[src/rtl/load_store_unit.sv]
// rtl/load_store_unit.sv - RV32I load/store unit for a single-port data BRAM
// Optional: define LSU_MISALIGN_TRAP_EN to reject misaligned H/W accesses
// instead of silently aligning them.
module load_store_unit #(
   parameter int ADDR_WIDTH   = 14,
   parameter int READ_LATENCY = 2
) (
   input  logic                  clk_in,
   input  logic                  rst_n_in,
   input  logic                  req_valid_in,
   output logic                  req_ready_out,
   input  logic                  req_we_in,
   input  logic [2:0]            req_funct3_in,
   input  logic [31:0]           req_addr_in,
   input  logic [31:0]           req_wdata_in,
   output logic                  resp_valid_out,
   output logic [31:0]           resp_data_out,
   output logic                  resp_err_out,
   output logic                  mem_en_out,
   output logic [ADDR_WIDTH-1:0] mem_addr_out,
   output logic [3:0]            mem_we_out,
   output logic [31:0]           mem_wdata_out,
   input  logic [31:0]           mem_rdata_in
);

   localparam int               CNT_W    = (READ_LATENCY > 1) ? $clog2(READ_LATENCY) : 1;
   localparam logic [CNT_W-1:0] CNT_LAST = CNT_W'(READ_LATENCY - 1);

   typedef enum logic [1:0] {S_IDLE, S_ISSUE, S_WAIT, S_RESP} state_t;

   state_t                state_q;
   logic [CNT_W-1:0]      cnt_q;
   logic                  we_q;
   logic                  err_q;
   logic [2:0]            funct3_q;
   logic [1:0]            off_q;
   logic                  resp_valid_q;
   logic                  resp_err_q;
   logic [31:0]           resp_data_q;
   logic                  mem_en_q;
   logic [ADDR_WIDTH-1:0] mem_addr_q;
   logic [3:0]            mem_we_q;
   logic [31:0]           mem_wdata_q;

   logic                  req_legal;
   logic                  req_err;
   logic [1:0]            req_off;
   logic [3:0]            req_be;
   logic [31:0]           req_wdata_rep;
   logic [7:0]            ld_byte;
   logic [15:0]           ld_half;
   logic [31:0]           ld_data;
`ifdef LSU_MISALIGN_TRAP_EN
   logic                  req_misal;
`endif

   // Address bits above the BRAM range are deliberately dropped (wrap-around).
   logic unused_addr_bits;
   assign unused_addr_bits = ^req_addr_in[31:ADDR_WIDTH+2];

   // Decode the incoming request: legality, effective lane offset, byte enables.
   always_comb begin
      req_off   = req_addr_in[1:0];
      req_legal = 1'b0;
`ifdef LSU_MISALIGN_TRAP_EN
      req_misal = 1'b0;
`endif
      case (req_funct3_in)
         3'b000: req_legal = 1'b1;
         3'b001: begin
            req_legal = 1'b1;
`ifdef LSU_MISALIGN_TRAP_EN
            req_misal = req_addr_in[0];
`else
            req_off[0] = 1'b0;
`endif
         end
         3'b010: begin
            req_legal = 1'b1;
`ifdef LSU_MISALIGN_TRAP_EN
            req_misal = |req_addr_in[1:0];
`else
            req_off = 2'b00;
`endif
         end
         3'b100, 3'b101: req_legal = !req_we_in;
         default:        req_legal = 1'b0;
      endcase
`ifdef LSU_MISALIGN_TRAP_EN
      req_err = !req_legal || req_misal;
`else
      req_err = !req_legal;
`endif
      case (req_funct3_in[1:0])
         2'b00: begin
            req_be        = 4'b0001 << req_off;
            req_wdata_rep = {4{req_wdata_in[7:0]}};
         end
         2'b01: begin
            req_be        = req_off[1] ? 4'b1100 : 4'b0011;
            req_wdata_rep = {2{req_wdata_in[15:0]}};
         end
         default: begin
            req_be        = 4'b1111;
            req_wdata_rep = req_wdata_in;
         end
      endcase
   end

   // Pick the addressed lane from the read word and extend it to 32 bits.
   always_comb begin
      case (off_q)
         2'd0:    ld_byte = mem_rdata_in[7:0];
         2'd1:    ld_byte = mem_rdata_in[15:8];
         2'd2:    ld_byte = mem_rdata_in[23:16];
         default: ld_byte = mem_rdata_in[31:24];
      endcase
      ld_half = off_q[1] ? mem_rdata_in[31:16] : mem_rdata_in[15:0];
      case (funct3_q)
         3'b000:  ld_data = {{24{ld_byte[7]}}, ld_byte};
         3'b001:  ld_data = {{16{ld_half[15]}}, ld_half};
         3'b100:  ld_data = {24'd0, ld_byte};
         3'b101:  ld_data = {16'd0, ld_half};
         default: ld_data = mem_rdata_in;
      endcase
   end

   // Request sequencer: all memory and response outputs are registered here.
   always_ff @(posedge clk_in or negedge rst_n_in) begin
      if (!rst_n_in) begin
         state_q      <= S_IDLE;
         cnt_q        <= '0;
         we_q         <= 1'b0;
         err_q        <= 1'b0;
         funct3_q     <= 3'b000;
         off_q        <= 2'b00;
         resp_valid_q <= 1'b0;
         resp_err_q   <= 1'b0;
         resp_data_q  <= 32'd0;
         mem_en_q     <= 1'b0;
         mem_addr_q   <= '0;
         mem_we_q     <= 4'b0000;
         mem_wdata_q  <= 32'd0;
      end else begin
         resp_valid_q <= 1'b0;
         resp_err_q   <= 1'b0;
         resp_data_q  <= 32'd0;
         mem_en_q     <= 1'b0;
         mem_addr_q   <= '0;
         mem_we_q     <= 4'b0000;
         mem_wdata_q  <= 32'd0;
         case (state_q)
            S_IDLE: begin
               if (req_valid_in) begin
                  we_q     <= req_we_in;
                  err_q    <= req_err;
                  funct3_q <= req_funct3_in;
                  off_q    <= req_off;
                  if (!req_err) begin
                     mem_en_q   <= 1'b1;
                     mem_addr_q <= req_addr_in[ADDR_WIDTH+1:2];
                     if (req_we_in) begin
                        mem_we_q    <= req_be;
                        mem_wdata_q <= req_wdata_rep;
                     end
                  end
                  state_q <= S_ISSUE;
               end
            end
            S_ISSUE: begin
               if (err_q || we_q) begin
                  resp_valid_q <= 1'b1;
                  resp_err_q   <= err_q;
                  state_q      <= S_RESP;
               end else begin
                  cnt_q   <= '0;
                  state_q <= S_WAIT;
               end
            end
            S_WAIT: begin
               if (cnt_q == CNT_LAST) begin
                  resp_valid_q <= 1'b1;
                  resp_data_q  <= ld_data;
                  state_q      <= S_RESP;
               end else begin
                  cnt_q <= cnt_q + 1'b1;
               end
            end
            default: state_q <= S_IDLE;
         endcase
      end
   end

   assign req_ready_out  = rst_n_in && (state_q == S_IDLE);
   assign resp_valid_out = resp_valid_q;
   assign resp_err_out   = resp_err_q;
   assign resp_data_out  = resp_data_q;
   assign mem_en_out     = mem_en_q;
   assign mem_addr_out   = mem_addr_q;
   assign mem_we_out     = mem_we_q;
   assign mem_wdata_out  = mem_wdata_q;

endmodule

[config.mk]
export PLATFORM = sky130hd
export DESIGN_NAME = load_store_unit
export DESIGN_NICKNAME = d
export VERILOG_FILES = /design/src/rtl/load_store_unit.sv
export SDC_FILE = /design/constraint.sdc
export NUM_CORES = 1
export LEC_CHECK = 0
export ABC_AREA = 1
export CORE_MARGIN = 10
export CORE_UTILIZATION = 44
export DETAILED_ROUTE_END_ITERATION = 7
export PLACE_DENSITY = 0.86
export SLEW_MARGIN = 20
export SYNTH_ARGS = -nofsm -noshare
export SYNTH_HDL_FRONTEND = slang
export SYNTH_SLANG_ARGS = --single-unit
[constraint.sdc]
create_clock -name clk_in -period 3.7 [get_ports clk_in]
set_input_delay 0.74 -clock clk_in [delete_from_list [all_inputs] [get_ports clk_in]]
set_output_delay 0.74 -clock clk_in [all_outputs]
set_load 0.02 [all_outputs]
# After elaboration in Yosys (flattened, before gate mapping)
# Cells that the tools add are included.
[classes]
add_sub_neg = 1
n_eq_ne = 15
shift = 1
n_mux = 37
reduce_logical = 16
[ops]
columns = ["operator", "n"]
rows = [
  ["$mux W32", 6],
  ["$pmux W32 S4", 1],
  ["$pmux W32 S2", 1],
  ["$mux W14", 3],
  ["$pmux W8 S3", 1],
  ["$mux W4", 5],
  ["$mux W16", 1],
  ["$eq A3 B3 Y1 const B", 4],
  ["$mux W1", 12],
  ["$pmux W4 S2", 1],
  ["$eq A2 B1 Y1 const B", 3],
  ["$eq A3 B1 Y1 const B", 2],
  ["$logic_not A2 Y1", 3],
  ["$logic_not A3 Y1", 2],
  ["$ne A2 B2 Y1 const B", 3],
  ["$pmux W1 S2", 3],
  ["$pmux W2 S3", 1],
  ["$reduce_and A2 Y1", 3],
  ["$eq A2 B2 Y1 const B", 2],
  ["$mux W2", 2],
  ["$reduce_or A2 Y1", 2],
  ["$shl A1 B2 Y4 const A", 1],
  ["$eq A3 B2 Y1 const B", 1],
  ["$reduce_or A3 Y1", 1],
  ["other kinds (5)", 6],
]
[word_totals]
ff_bits = 95
inputBits = 103
output_inout_bits = 86
wordCells = 83

# Logic depth before layout (Yosys ltp)
[logic_depth]
depth_word = 9
ltp_mapped = 9
ltp_nobuf = 8

# Worst setup path before layout
# No wires, ideal clock.
[synth_timing]
path_type = "input to output"
start = "in rst_n_in"
end = "out req_ready_out"
arrival_time_ns = 0.915
t_required_ns = 2.960
path_slack_ns = 2.045
path_stages = 2
n_path_buf = 0
path_cell_list = "nand2_1 > inv_1"
[synth_between]
elab_chain_cells = 1
[synth_rtl]
columns = ["item", "line", "source"]
rows = [
  ["start, declared", "9", "input logic rst_n_in,"],
  ["$logic_and A1 B1 Y1", "194", "assign req_ready_out = rst_n_in && (state_q == S_IDLE);"],
  ["end, declared", "11", "output logic req_ready_out,"],
]
# Every way passes these cells.

# Worst setup path after layout
[layout_timing]
start = "reg state_q[1]"
end = "out req_ready_out"
[layout_between]
elab_chain_cells = 2
[layout_rtl]
columns = ["item", "line", "source"]
rows = [
  ["start, declared", "31", "state_t state_q;"],
  ["start signal, assigned", "131", "state_q <= S_IDLE;"],
  ["start signal, assigned", "167", "state_q <= S_ISSUE;"],
  ["start signal, assigned", "174", "state_q <= S_RESP;"],
  ["$logic_not A2 Y1", "194", ""],
  ["$logic_and A1 B1 Y1", "194", ""],
]
# Every way passes these cells.

==> flow_summary.toml <==
[place]
dp_hpwl_um = 10100
gp_congestion = 0.864
placed_area_sq_um = 5730
place.port_buffers = 172

[logic_synthesis]
synthesis.area_sq_um = 3930
ys_seq_area_share_pct = 60.5
synth_compound_area_share_pct = 11.7
synth.ff_latch_count = 95
yosys.area_share.adder_pct = 1.27
synth_top_family_by_area = "simple AND/OR/NAND/NOR gates"
avgSynthCellArea_sq_um = 9.35
synthMuxAreaShare_pct = 0
synth_xor_xnor_area_share_pct = 0
synth_edf_count = 0
async_flop_share_pct = 100
synthesis.nets = 527
ys_types = 26
syn_inst = 420
synth-main-ff-cell = "dfrtp_1"
yosysWarnings = 0
yosys.area_share.simple_pct = 19.8

[cells_and_area]
postLayoutCellArea_sq_um = 5940
syn_to_final_growth_pct = 51.1
mostFrequentLayoutCells = "171 x clkdlybuf4s50_1, 97 x nor2_1, 95 x dfrtp_1, 48 x nand2_1, 44 x inv_1"
nFillCells = 662
diodes = 0
final_common_cell = "clkdlybuf4s50_1"
final_nets = 700
drive_gt1_share_pct = 9.03

[clocking]
root_buffer = "clkbuf_8"
numCtsBuffers = 9
cts_sinks = 95
clock_path_buffers = 2
cts_hold_buffers = 0
cts_max_level = 3
path_clk_slew_ns = 0.10
cts_tree = "yes"
ctsResizeCount = 0
cts_setup_buffers = 0
clk-insertion-delay-late_ns = 0.36

[drt]
routed_wl_um = 13000
routed_via_density = 5.13
drt_iter0_markers = 175
drc = 0
final_antenna_net_count = 0
wl_per_cell_um = 18.4
drt_pre_antenna_iters = 4
vias = 3622

[setup_path]
path_max_fanout = 4
start_kind = "register"
cpMaxStageDelayCell = "clkdlybuf4s50_1"
critPathKind = "reg2out"
crit_chain = "inv_1 -> ha_1 -> nand2_1 -> inv_1 -> clkdlybuf4s50_1"
slowest_delay_ns = 0.61
cp_data_arrival_time_ns = 1.84
cpMostUsedCell = "inv_1"
cp-end-kind = "output pin"
worst-path-buf-inv = 3
path_delay_family = "buffers and inverters"
cp.required_ns = 2.96

[sta]
worst_pin_slew_ns = 0.698
fmax_mhz = 388
period_minus_slack_ns = 2.58
drv_slew = 0
fin_crit_sh_pct = 69.6
max_slew_margin_pct = 53.5
setup_violations = 0
grt_setup_unrepaired = "no"
hold_viol = 0
finClkSkew_ns = 0.0133
setup_tns_ns = 0

[global_route]
track_usage_pct = 19.7
overflow = 0
antenna_found_initial = 0
grt_start_max_net_pins = 56
grt_pass1_wl_um = 20400
grt_pass1_vias = 3981

[power_and_ir_drop]
p_leak_nw = 2.86
peakVddDrop_mv = 0.244
power_density_nw_per_um2 = 614

[run_status]
status = "completed"

[run]
max_cap_violations = 0

[floorplan]
die_area_sq_um = 13100
core_area_sq_um = 8720
num_io_pins = 189
initial_core_util_pct = 45.0
die_w_um = 114
die_y_um = 114
rows = 34

[min_path]
hold_path.class = "in2async"
per-stage QoR:
step | total power, mW | std cells | util, % | hold WS [ns] | setup WS, ns
2_1_floorplan | 2.28 | 420 | - | 0.444 | 2.04
3_3_place_gp | 2.87 | 690 | 65.7 | 0.496 | 0.904
3_5_place_dp | 2.96 | 690 | 65.7 | 0.503 | 0.799
4_1_cts | 3.66 | 706 | 68.1 | 0.496 | 1.11
5_1_grt | 3.88 | 706 | 68.1 | 0.500 | 0.942
6_report | 3.64 | 706 | 68.1 | 0.473 | 1.12
worst register-to-register path, delay by kind of cell, from the launching register on:
| kind | cells | cell delay (ns) |
|---|---|---|
| AOI/OAI and AO/OA | 1 | 0.25 |
| DFF | 1 | 0.43 |
| buffers and inverters | 2 | 0.35 |
| and+or+nand+nor | 4 | 1.07 |
| adders and majority gates | 1 | 0.23 |
final timing paths:
path	startpoint	to	slack, ns	depth (start not counted)
max	state_q[1]	req_ready_out	1.12	5
min	rst_n_in	mem_addr_out[6]	0.47	2
max reg2reg	state_q[1]	mem_wdata_out[0]	1.31	8
min reg2reg	err_q	resp_err_out	0.53	2
max in group asynchronous	rst_n_in	resp_data_out[20]	2.12	3
min in group clk_in	err_q	resp_err_out	0.53	2
where the power goes:
| part | total, mW | internal [mW] | switching [mW] |
|---|---|---|---|
| Combinational | 1.53 | 0.619 | 0.915 |
| Clock | 0.711 | 0.349 | 0.363 |
| Sequential | 1.40 | 1.26 | 0.140 |
| Total | 3.64 | 2.23 | 1.42 |
synthesized netlist by cell type (2+ instances only):
library cell	instances	area share [%]
nor2_4	2	0.57
o21ai_2	9	2.0
buf_6	3	0.86
dfrtp_1	95	61
nand2_1	48	4.6
nand2_4	2	0.57
nand2_2	4	0.64
ha_1	4	1.3
a21oi_1	22	2.8
o21ai_0	31	4.0
nor2_1	97	9.3
nor2_2	10	1.6
inv_2	4	0.38
inv_1	44	4.2
nand4_1	2	0.32
clkbuf_1	7	0.67
o22ai_1	16	2.5
nand3_1	12	1.5
metal layers:
layer	global-route usage (%)	share of wire (%)	routed length, um	vias to the layer above
met5	0	0	0	-
met4	6.68	2.1	271	0
met3	10.2	14	1840	22
met2	32.6	47	6150	182
met1	21.3	36	4700	1743
li1	-	-	-	1675
final cells by class:
cell class,count,area [sq um],area share (%)
flip-flops and latches,95,2380,40.1
repair buffers,175,1740,29.3
multi-input cells,263,1290,21.7
inverters,49,186,3.14
clock buffers,11,151,2.55
well taps,108,135,2.28
clock inverters,5,56.3,0.949
state kept, by name, indices dropped and copies added, names as in the netlist, 2 cells and up:
name	count
state_q	2
resp_data_out	32
off_q	2
mem_wdata_out	32
mem_we_out	4
funct3_q	3
mem_addr_out	14
cells by family (layout without fill, tap and decap cells):
group,count (synthesis),in the layout
fa+ha+maj,4,4
compound gates,80,80
simple gates,179,179
flops,95,95
buf+inv,62,240
Power figures use the tool's default switching activity.
